### config.mk
export PLATFORM = sky130hd
export DESIGN_NAME = seq_counter_flat
export DESIGN_NICKNAME = d
export VERILOG_FILES = /design/src/rtl/seq_counter_pkg.sv /design/src/rtl/seq_counter_if.sv /design/src/rtl/seq_counter_next.sv /design/src/rtl/seq_counter.sv /design/src/flat_wrapper.sv
export SDC_FILE = /design/constraint.sdc
export NUM_CORES = 1
export LEC_CHECK = 0
export ABC_AREA = 1
export CAP_MARGIN = 20
export CELL_PAD_IN_SITES_DETAIL_PLACEMENT = 0
export CELL_PAD_IN_SITES_GLOBAL_PLACEMENT = 1
export CORE_MARGIN = 2
export CORE_UTILIZATION = 33
export DETAILED_ROUTE_END_ITERATION = 6
export PLACE_DENSITY = 0.75
export SETUP_SLACK_MARGIN = 0.5
export SLEW_MARGIN = 10
export SYNTH_ARGS = -nofsm -noshare
export SYNTH_HDL_FRONTEND = slang
export SYNTH_SLANG_ARGS = --single-unit
### constraint.sdc
create_clock -name clk -period 2.6 [get_ports clk]
set_input_delay 0.52 -clock clk [delete_from_list [all_inputs] [get_ports clk]]
set_output_delay 0.52 -clock clk [all_outputs]
set_load 0.05 [all_outputs]
### src/rtl/seq_counter_pkg.sv
// seq_counter_pkg
//   Shared constants and types for the multi-mode sequence counter.
//   - Mode encodings for the M input (binary, Gray, Johnson, modulo).
//   - Direction encodings for the X input.
package seq_counter_pkg;

  typedef logic [1:0] mode_t;

  localparam mode_t MODE_BIN  = 2'b00;
  localparam mode_t MODE_GRAY = 2'b01;
  localparam mode_t MODE_JOHN = 2'b10;
  localparam mode_t MODE_MOD  = 2'b11;

  localparam logic DIR_UP = 1'b0;
  localparam logic DIR_DN = 1'b1;

endpackage

### src/rtl/seq_counter_if.sv
// seq_counter_if
//   Control/data bundle between a driver and the sequence counter.
//   Signals:
//     EN  count enable              LD  synchronous load of D
//     D   load value (WIDTH bits)   X   direction, 0 up / 1 down
//     M   mode select (2 bits)      Q   registered count (WIDTH bits)
//     Y   registered terminal-state flag
//   Modports:
//     master - drives EN/LD/D/X/M, observes Q/Y
//     slave  - the counter side
interface seq_counter_if #(
  parameter int unsigned WIDTH = 4
) ();

  logic             EN;
  logic             LD;
  logic [WIDTH-1:0] D;
  logic             X;
  logic [1:0]       M;
  logic [WIDTH-1:0] Q;
  logic             Y;

  modport master (
    output EN, LD, D, X, M,
    input  Q, Y
  );

  modport slave (
    input  EN, LD, D, X, M,
    output Q, Y
  );

endinterface

### src/rtl/seq_counter_next.sv
// seq_counter_next
//   Purely combinational next-state and terminal-detect function.
//   Given a candidate state (b_i, q_i), optionally advances it one step in
//   direction dir_i, derives the output pattern for the mode, and flags
//   whether the resulting state is the last one before wrap in dir_i.
//   Ports:
//     mode_i  counter mode (see seq_counter_pkg)
//     dir_i   direction, DIR_UP / DIR_DN
//     step_i  1: advance one state, 0: pass the candidate through
//     b_i     index state (binary, Gray, modulo modes)
//     q_i     pattern state (Johnson mode)
//     b_o     resulting index
//     q_o     resulting output pattern
//     term_o  resulting state is terminal in direction dir_i
module seq_counter_next
  import seq_counter_pkg::*;
#(
  parameter int unsigned WIDTH   = 4,
  parameter int unsigned MODULUS = 10
) (
  input  mode_t            mode_i,
  input  logic             dir_i,
  input  logic             step_i,
  input  logic [WIDTH-1:0] b_i,
  input  logic [WIDTH-1:0] q_i,
  output logic [WIDTH-1:0] b_o,
  output logic [WIDTH-1:0] q_o,
  output logic             term_o
);

  localparam logic [WIDTH-1:0] One        = WIDTH'(1);
  localparam logic [WIDTH-1:0] IdxLast    = {WIDTH{1'b1}};
  localparam logic [WIDTH-1:0] ModLast    = WIDTH'(MODULUS - 1);
  localparam logic [WIDTH-1:0] JohnUpLast = {1'b1, {(WIDTH - 1){1'b0}}};
  localparam logic [WIDTH-1:0] JohnDnLast = WIDTH'(1);

  logic [WIDTH-1:0] b_up;
  logic [WIDTH-1:0] b_dn;
  logic [WIDTH-1:0] q_john;

  // Index successors; modulo mode wraps at MODULUS instead of 2**WIDTH.
  always_comb begin
    b_up = b_i + One;
    b_dn = b_i - One;
    if (mode_i == MODE_MOD) begin
      b_up = (b_i == ModLast) ? '0 : b_i + One;
      b_dn = (b_i == '0) ? ModLast : b_i - One;
    end
  end

  // Johnson ring: shift toward MSB going up, toward LSB going down, feeding
  // back the inverted bit that falls off the other end.
  always_comb begin
    if (dir_i == DIR_DN) begin
      q_john = {~q_i[0], q_i[WIDTH-1:1]};
    end else begin
      q_john = {q_i[WIDTH-2:0], ~q_i[WIDTH-1]};
    end
  end

  always_comb begin
    b_o    = b_i;
    q_o    = q_i;
    term_o = 1'b0;

    // The index is frozen in Johnson mode; only Q carries state there.
    if (step_i && (mode_i != MODE_JOHN)) begin
      b_o = (dir_i == DIR_DN) ? b_dn : b_up;
    end

    case (mode_i)
      MODE_BIN:  q_o = b_o;
      MODE_GRAY: q_o = b_o ^ (b_o >> 1);
      MODE_JOHN: q_o = step_i ? q_john : q_i;
      MODE_MOD:  q_o = b_o;
      default:   q_o = b_o;
    endcase

    case (mode_i)
      MODE_JOHN: term_o = (dir_i == DIR_DN) ? (q_o == JohnDnLast) : (q_o == JohnUpLast);
      MODE_MOD:  term_o = (dir_i == DIR_DN) ? (b_o == '0) : (b_o == ModLast);
      default:   term_o = (dir_i == DIR_DN) ? (b_o == '0) : (b_o == IdxLast);
    endcase
  end

endmodule

### src/rtl/seq_counter.sv
// seq_counter
//   Parametrised multi-mode synchronous sequence counter. Counts up or down
//   (X) in binary, Gray, Johnson or modulo-MODULUS sequence (M), with a
//   synchronous load (LD/D) and a registered terminal-state flag (Y).
//   Priority per edge: CLR > mode change > LD > EN > hold.
//   Parameters:
//     WIDTH    state/output width, 2..16
//     MODULUS  wrap count in modulo mode, 2..2**WIDTH
//   Ports:
//     clk  rising-edge clock
//     CLR  synchronous active-high clear
//     bus  seq_counter_if.slave: EN, LD, D, X, M in; Q, Y out (registered)
module seq_counter
  import seq_counter_pkg::*;
#(
  parameter int unsigned WIDTH   = 4,
  parameter int unsigned MODULUS = 10
) (
  input logic          clk,
  input logic          CLR,
  seq_counter_if.slave bus
);

  localparam logic [WIDTH-1:0] ModLast = WIDTH'(MODULUS - 1);

  logic [WIDTH-1:0] b_q, b_d;
  logic [WIDTH-1:0] q_q, q_d;
  logic             y_q, y_d;
  mode_t            m_q, m_d;

  logic [WIDTH-1:0] load_b;
  logic [WIDTH-1:0] nx_b_in;
  logic [WIDTH-1:0] nx_q_in;
  logic             nx_step;
  logic [WIDTH-1:0] nx_b;
  logic [WIDTH-1:0] nx_q;
  logic             nx_term;

  // Out-of-range loads in modulo mode saturate to the last legal index.
  always_comb begin
    load_b = bus.D;
    if ((m_q == MODE_MOD) && (32'(bus.D) >= MODULUS)) begin
      load_b = ModLast;
    end
  end

  // Pick the candidate fed to the next-state function: the loaded value
  // (unstepped), the current state stepped, or the current state held.
  // Holding still passes through it so Y tracks the present X.
  always_comb begin
    nx_b_in = b_q;
    nx_q_in = q_q;
    nx_step = 1'b0;
    if (bus.LD) begin
      nx_b_in = load_b;
      nx_q_in = bus.D;
    end else if (bus.EN) begin
      nx_step = 1'b1;
    end
  end

  seq_counter_next #(
    .WIDTH   (WIDTH),
    .MODULUS (MODULUS)
  ) u_next (
    .mode_i (m_q),
    .dir_i  (bus.X),
    .step_i (nx_step),
    .b_i    (nx_b_in),
    .q_i    (nx_q_in),
    .b_o    (nx_b),
    .q_o    (nx_q),
    .term_o (nx_term)
  );

  // A mode change restarts the sequence from zero and swallows LD/EN.
  always_comb begin
    m_d = m_q;
    b_d = nx_b;
    q_d = nx_q;
    y_d = nx_term;
    if (bus.M != m_q) begin
      m_d = bus.M;
      b_d = '0;
      q_d = '0;
      y_d = 1'b0;
    end
  end

  always_ff @(posedge clk) begin
    if (CLR) begin
      b_q <= '0;
      q_q <= '0;
      y_q <= 1'b0;
      m_q <= MODE_BIN;
    end else begin
      b_q <= b_d;
      q_q <= q_d;
      y_q <= y_d;
      m_q <= m_d;
    end
  end

  assign bus.Q = q_q;
  assign bus.Y = y_q;

endmodule

### src/flat_wrapper.sv
// flat-port wrapper written by rule: the top's interface ports become plain ports
module seq_counter_flat import seq_counter_pkg::*;
#(
  parameter int unsigned WIDTH   = 4,
  parameter int unsigned MODULUS = 10
)
  (clk, CLR, bus_EN, bus_LD, bus_D, bus_X, bus_M, bus_Q, bus_Y);
  seq_counter_if #(.WIDTH(WIDTH)) bus_i ();
  input logic clk;
  input logic CLR;
  input wire logic [$bits(bus_i.EN)-1:0] bus_EN;
  input wire logic [$bits(bus_i.LD)-1:0] bus_LD;
  input wire logic [$bits(bus_i.D)-1:0] bus_D;
  input wire logic [$bits(bus_i.X)-1:0] bus_X;
  input wire logic [$bits(bus_i.M)-1:0] bus_M;
  output wire logic [$bits(bus_i.Q)-1:0] bus_Q;
  output wire logic [$bits(bus_i.Y)-1:0] bus_Y;
  assign bus_i.EN = bus_EN;
  assign bus_i.LD = bus_LD;
  assign bus_i.D = bus_D;
  assign bus_i.X = bus_X;
  assign bus_i.M = bus_M;
  assign bus_Q = bus_i.Q;
  assign bus_Y = bus_i.Y;
  seq_counter #(.WIDTH(WIDTH), .MODULUS(MODULUS)) u_core (.clk(clk), .CLR(CLR), .bus(bus_i));
endmodule
Yosys cells after proc, flatten, opt, wreduce, memory -nomap -nowiden
Index checks and enable logic that the tools add are counted.
Widths: inputs -> output; s select.
- bits in registers: 11
- logic and storage cells: 45
- $add $sub $neg: 2
- order comparisons: 1
- equal/unequal tests: 10
- muxes and demuxes: 18
- bitwise operators: 3
- reduce and logical (&&, ||, !) cells: 7
- operators by type and width (kind ; number):
    $mux 4 ; 11
    $eq 4x4->1 const B ; 4
    $pmux 4 s3 ; 1
    $logic_not 4->1 ; 2
    $mux 1 ; 5
    $add 4x1->4 const B ; 1
    $eq 2x2->1 const B ; 2
    $eq 4x1->1 const B ; 1
    $ge 4x4->1 const B ; 1
    $reduce_or 2->1 ; 2
    $sub 4x1->4 const B ; 1
    $xor 4x3->4 ; 1
    $eq 2x1->1 const B ; 1
    $logic_and 1x1->1 ; 2
    $logic_not 2->1 ; 1
    $ne 2x2->1 ; 1
    $ne 2x2->1 const B ; 1
    $not 1->1 ; 2
    $pmux 1 s2 ; 1

Depth between registers and ports, before layout
- word-level depth: 14
- mapped depth: 22
- gate-level depth less buffers: 22

Hierarchy
Synthesis repeated with hierarchy kept, for this count alone.
- cell total of the unflattened synthesis: 207
- area, all modules: 1295.0 sq um
- by module, submodules not included (module ; times used ; cells each ; area each (sq um)):
    seq_counter_next ; 1 ; 137 ; 768.2
    seq_counter ; 1 ; 70 ; 526.8

Least setup slack after synthesis
Ideal clock, no wire load.
- kind: register to register
- from: reg u_core.m_q[1]
- to: reg u_core.y_q, in the netlist u_core.bus.Y
- data arrival time: 2.641 ns
- setup slack: -0.115 ns
- stages on the path, launching flop included: 22
- clock period less this slack: 2.715 ns
- cell sequence: dfxtp_1 > ha_1 > nand2_1 > inv_1 > nand2_1 > nand2_2 > nand2_4 > ha_1 > nand2_1 > nor3_2 > nor2_1 > clkinv_1 > nand2_1 > nand2_1 > o21ai_2 > ha_1 > or2_2 > a21oi_1 > a21oi_1 > nor2_1 > nand2_1 > a21oi_2
- longest elaborated chain between the ends: 14
- elaborated cells between the ends (all ways): 33
- classes of those cells: 2 x add/sub; 10 x eq/ne; 13 x mux; 1 x bitwise; 7 x reduce/logical
- RTL lines (item ; line ; source):
    start, declared ; seq_counter.sv:29 ; mode_t m_q, m_d;
    start signal, assigned ; seq_counter.sv:100 ; m_q <= m_d;
    $eq 2x2->1 ; seq_counter_next.sv:45, seq_counter.sv:42 ;
    $logic_and 1x1->1 ; seq_counter.sv:42 ; if ((m_q == MODE_MOD) && (32'(bus.D) >= MODULUS)) begin
    $mux 4 ; seq_counter.sv:42 ;
    $mux 4 ; seq_counter.sv:54 ; if (bus.LD) begin
    $add 4x1->4 (tied with other cells) ; seq_counter_next.sv:43, seq_counter_next.sv:46 ;
    $mux 4, on equally long branches ; seq_counter_next.sv:46, seq_counter_next.sv:47 ;
    $mux 4 ; seq_counter_next.sv:45 ; if (mode_i == MODE_MOD) begin
    $mux 4 ; seq_counter_next.sv:68 ; b_o = (dir_i == DIR_DN) ? b_dn : b_up;
    $mux 4 (*) ; seq_counter_next.sv:67 ; if (step_i && (mode_i != MODE_JOHN)) begin
    via u_core.nx_b[1] ; seq_counter.sv:35 ; logic [WIDTH-1:0] nx_b;
    $xor 4x3->4 ; seq_counter_next.sv:73 ; MODE_GRAY: q_o = b_o ^ (b_o >> 1);
    $pmux 4 s3 ; seq_counter_next.sv:71 ; case (mode_i)
    $eq 4x4->1 or $eq 4x1->1 (tied branches) ; seq_counter_next.sv:80 ; MODE_JOHN: term_o = (dir_i == DIR_DN) ? (q_o == JohnDnLast) : (q_o == JohnUpLast);
    $mux 1 ; seq_counter_next.sv:80 ;
    $pmux 1 s2 (*) ; seq_counter_next.sv:79 ; case (mode_i)
    end signal, assigned ; seq_counter.sv:99 ; y_q <= y_d;
    end, declared ; seq_counter.sv:28 ; logic y_q, y_d;
Mark *: on every way through the listed nets, which the timed path passes. The rest lies on a longest branch.
A chain may end at the register's enable or synchronous reset.

Worst setup path in the final report
- from: reg u_core.m_q[0]
- to: reg u_core.y_q, in the netlist u_core.bus.Y
Same word-level chain as after synthesis.

==> flow_summary.toml <==
[detailed_routing]
drt_iter0_markers = 50
drtPass1Iterations = 4
vias = 1315
drt-wirelength-per-cell_um = 11.3
ant_nets = 0
viasPerCell = 4.58
route.detailed.drc = 0
routed_wl_mm = 3.24

[clock_network]
cts.sinks = 11
worst_skew_pair.late_latency_ns = 0.27
cts_tree = "yes"
cts.htree.levels = 1
cts_made_buffers = 3
clock_tree.root_cell = "clkbuf_4"
clk_pin_slew_worst_paths_ns = 0.07
clockBufferDepth = 2
holdBufCountCts = 0

[floorplan]
dieHeight_um = 61.9
die_w_um = 61.9
io_pins = 16
num_rows = 21
start_util_pct = 33.7
die-area_um2 = 3830
core-area_um2 = 3280

[cells_and_area]
n_fill_cell = 330
seqCellArea_um2 = 228
syn_to_final_growth_pct = 65.5
drive_gt1_share_pct = 42.3
final_nets = 264
antenna_cells = 0
fin_cells = 287
multi_input_comb_area_um2 = 927
postLayoutCellArea_um2 = 1830

[setup_path]
r2r_start = "u_core.m_q[0]"
rr_worst_depth = 21
critPathMaxFanout = 3
start_kind = "flop"
startpoint = "u_core.m_q[0]"
path_class = "reg2reg"
crit_required_ns = 2.81
end_kind = "flop"
crit_arrival_ns = 2.67

[global_route]
grt_max_degree = 10
antenna_found_initial = 0
grt_use_total_pct = 19.3
grt_overflow = 0
grt_pass1_wl_mm = 5.46
grt_pass1_vias = 1301

[place]
dpl_cell_area_um2 = 1650
dpl.hpwl_mm = 2.69
io_buffers = 15
pre_cts_slack_ns = -0.584
dp.cells = 274
gp_congestion = 0.913

[logic_synthesis]
yosysMostFrequentCell = "nand2_1"
syn-cell-area_um2 = 1110
synth.net_count = 202
synth_seq_area_share_pct = 19.9
netlist.area_leader.share_pct = 19.9
ys_ff_latch = 11
async_flop_share_pct = 0
synth_edf_count = 0
synthTopCellsByArea = "dfxtp_1, nand2_1, ha_1, nor2_1, inv_1"
syn_inst = 180
synth_common_cells = "nand2_1, nor2_1, inv_1"
synth_top_area_cell = "dfxtp_1"
yosys_warnings = 0
ys.flop_type = "dfxtp_1"
synth.distinct_cells = 29
synth.avg_cell_area_um2 = 6.15

[timing]
hold_violations = 0
setup_violations = 0
max_slew_margin_pct = 65.9
period_minus_slack_ns = 2.46
layout_setup_ws_ns = 0.138
report.final.slew_viol_count = 0
worst_pin_slew_ns = 0.510
rsz0062_at_grt = "true"
clock.fmax_mhz = 406
fin_skew_ns = 0.00305
setup-tns-final_ns = 0
post-route-period-util_pct = 94.7

[power_and_ir_drop]
irDropWorstVdd_mv = 0.379
leakage_nw = 0.889
fin_total_pwr_mw = 0.595
cellPowerDensity_nw_per_um2 = 325

[outcome]
status = "completed"

[min_path]
holdPathStages = 3
hold_class = "in2reg"
hp-start = "bus_M[1]"

[run]
maxCapViolations = 0
## metal layers
| layer | part of all wire [%] | GRT usage, % |
|---|---|---|
| met1 | 44 | 23.3 |
| met2 | 53 | 35.8 |
| met3 | 1.9 | 2.69 |
| met4 | 1.1 | 4.86 |
| met5 | 0 | 0 |
## critical path: stages (launching register included)
cell and delay [ns]:
dfxtp_4 0.35, ha_4 0.17, nand2_4 0.07, inv_2 0.04, nand2_2 0.06, nand2_2 0.06, nand2_4 0.10, ha_4 0.16
nand2_4 0.05, nor3_4 0.14, nor2_2 0.06, clkinv_1 0.04, nand2_1 0.04, nand2_1 0.06, o21ai_2 0.06, ha_1 0.27
or2_4 0.25, a21oi_2 0.14, a21oi_1 0.05, nor2_1 0.08, nand2_1 0.06, a21oi_2 0.10
## timing repair
action | CTS | global route
gates resized for setup | 20 | 17
setup endpoints to repair | 8 | 7
pin swaps | 17 | 11
setup buffers | 7 | 2
## logic make-up after synthesis
logic type | Yosys count | synth area share, %
flops | 11 | 19.9
buf+inv | 29 | 9.83
compound gates | 26 | 14.4
xor+xnor | 1 | 0.791
fa+ha+maj | 11 | 12.4
simple gates | 102 | 42.7
## per-stage QoR
stage / util [%] / hold WS (ns)
after floorplan: - / 0.583
after global placement: 50.2 / 0.742
after detailed placement: 50.2 / 0.752
after CTS: 53.3 / 0.815
after global routing: 55.8 / 0.850
final: 55.8 / 0.814
## state kept, by name (all words and copies together), names as in the netlist
name,count
u_core.bus.Y,1
u_core.b_q,4
u_core.bus.Q,4
u_core.m_q,2
## layout make-up
class | count | area share (%)
flip-flops and latches | 11 | 12.4
well taps | 46 | 3.14
multi-input cells | 140 | 50.6
clock buffers | 3 | 1.23
repair buffers | 58 | 26.2
inverters | 28 | 6.14
clock inverters | 1 | 0.273
## power breakdown
group          switching [mW]  leakage, nW  internal (mW)
sequential            0.00435       0.0909          0.175
clock                  0.0579       0.0177         0.0569
combinational           0.160        0.780          0.142
## layout by cell type (no fill, tap or decap), types with 4 or more instances in the layout
cell type,synthesis,routed
ha_4,0,4
nand2_4,2,6
nor2_1,22,20
nand3_1,10,7
a21oi_1,10,7
a21oi_2,1,4
inv_2,6,7
dfxtp_1,11,9
nor2_2,4,5
nand3_2,1,4
o21ai_0,4,4
buf_6,0,4
inv_1,20,16
buf_4,0,39
nand2_2,11,11
clkdlybuf4s50_1,0,10
nand2_1,48,43
ha_1,11,7
## path summary, 6_finish.rpt
check,endpoint,slack [ns]
worst min register to register,u_core.bus.Y,0.86
worst max-delay path,u_core.bus.Y,0.14
worst max register to register,u_core.bus.Y,0.14
worst min-delay path,u_core.m_q[1],0.81
No activity file was read; power rests on OpenSTA's default activity.
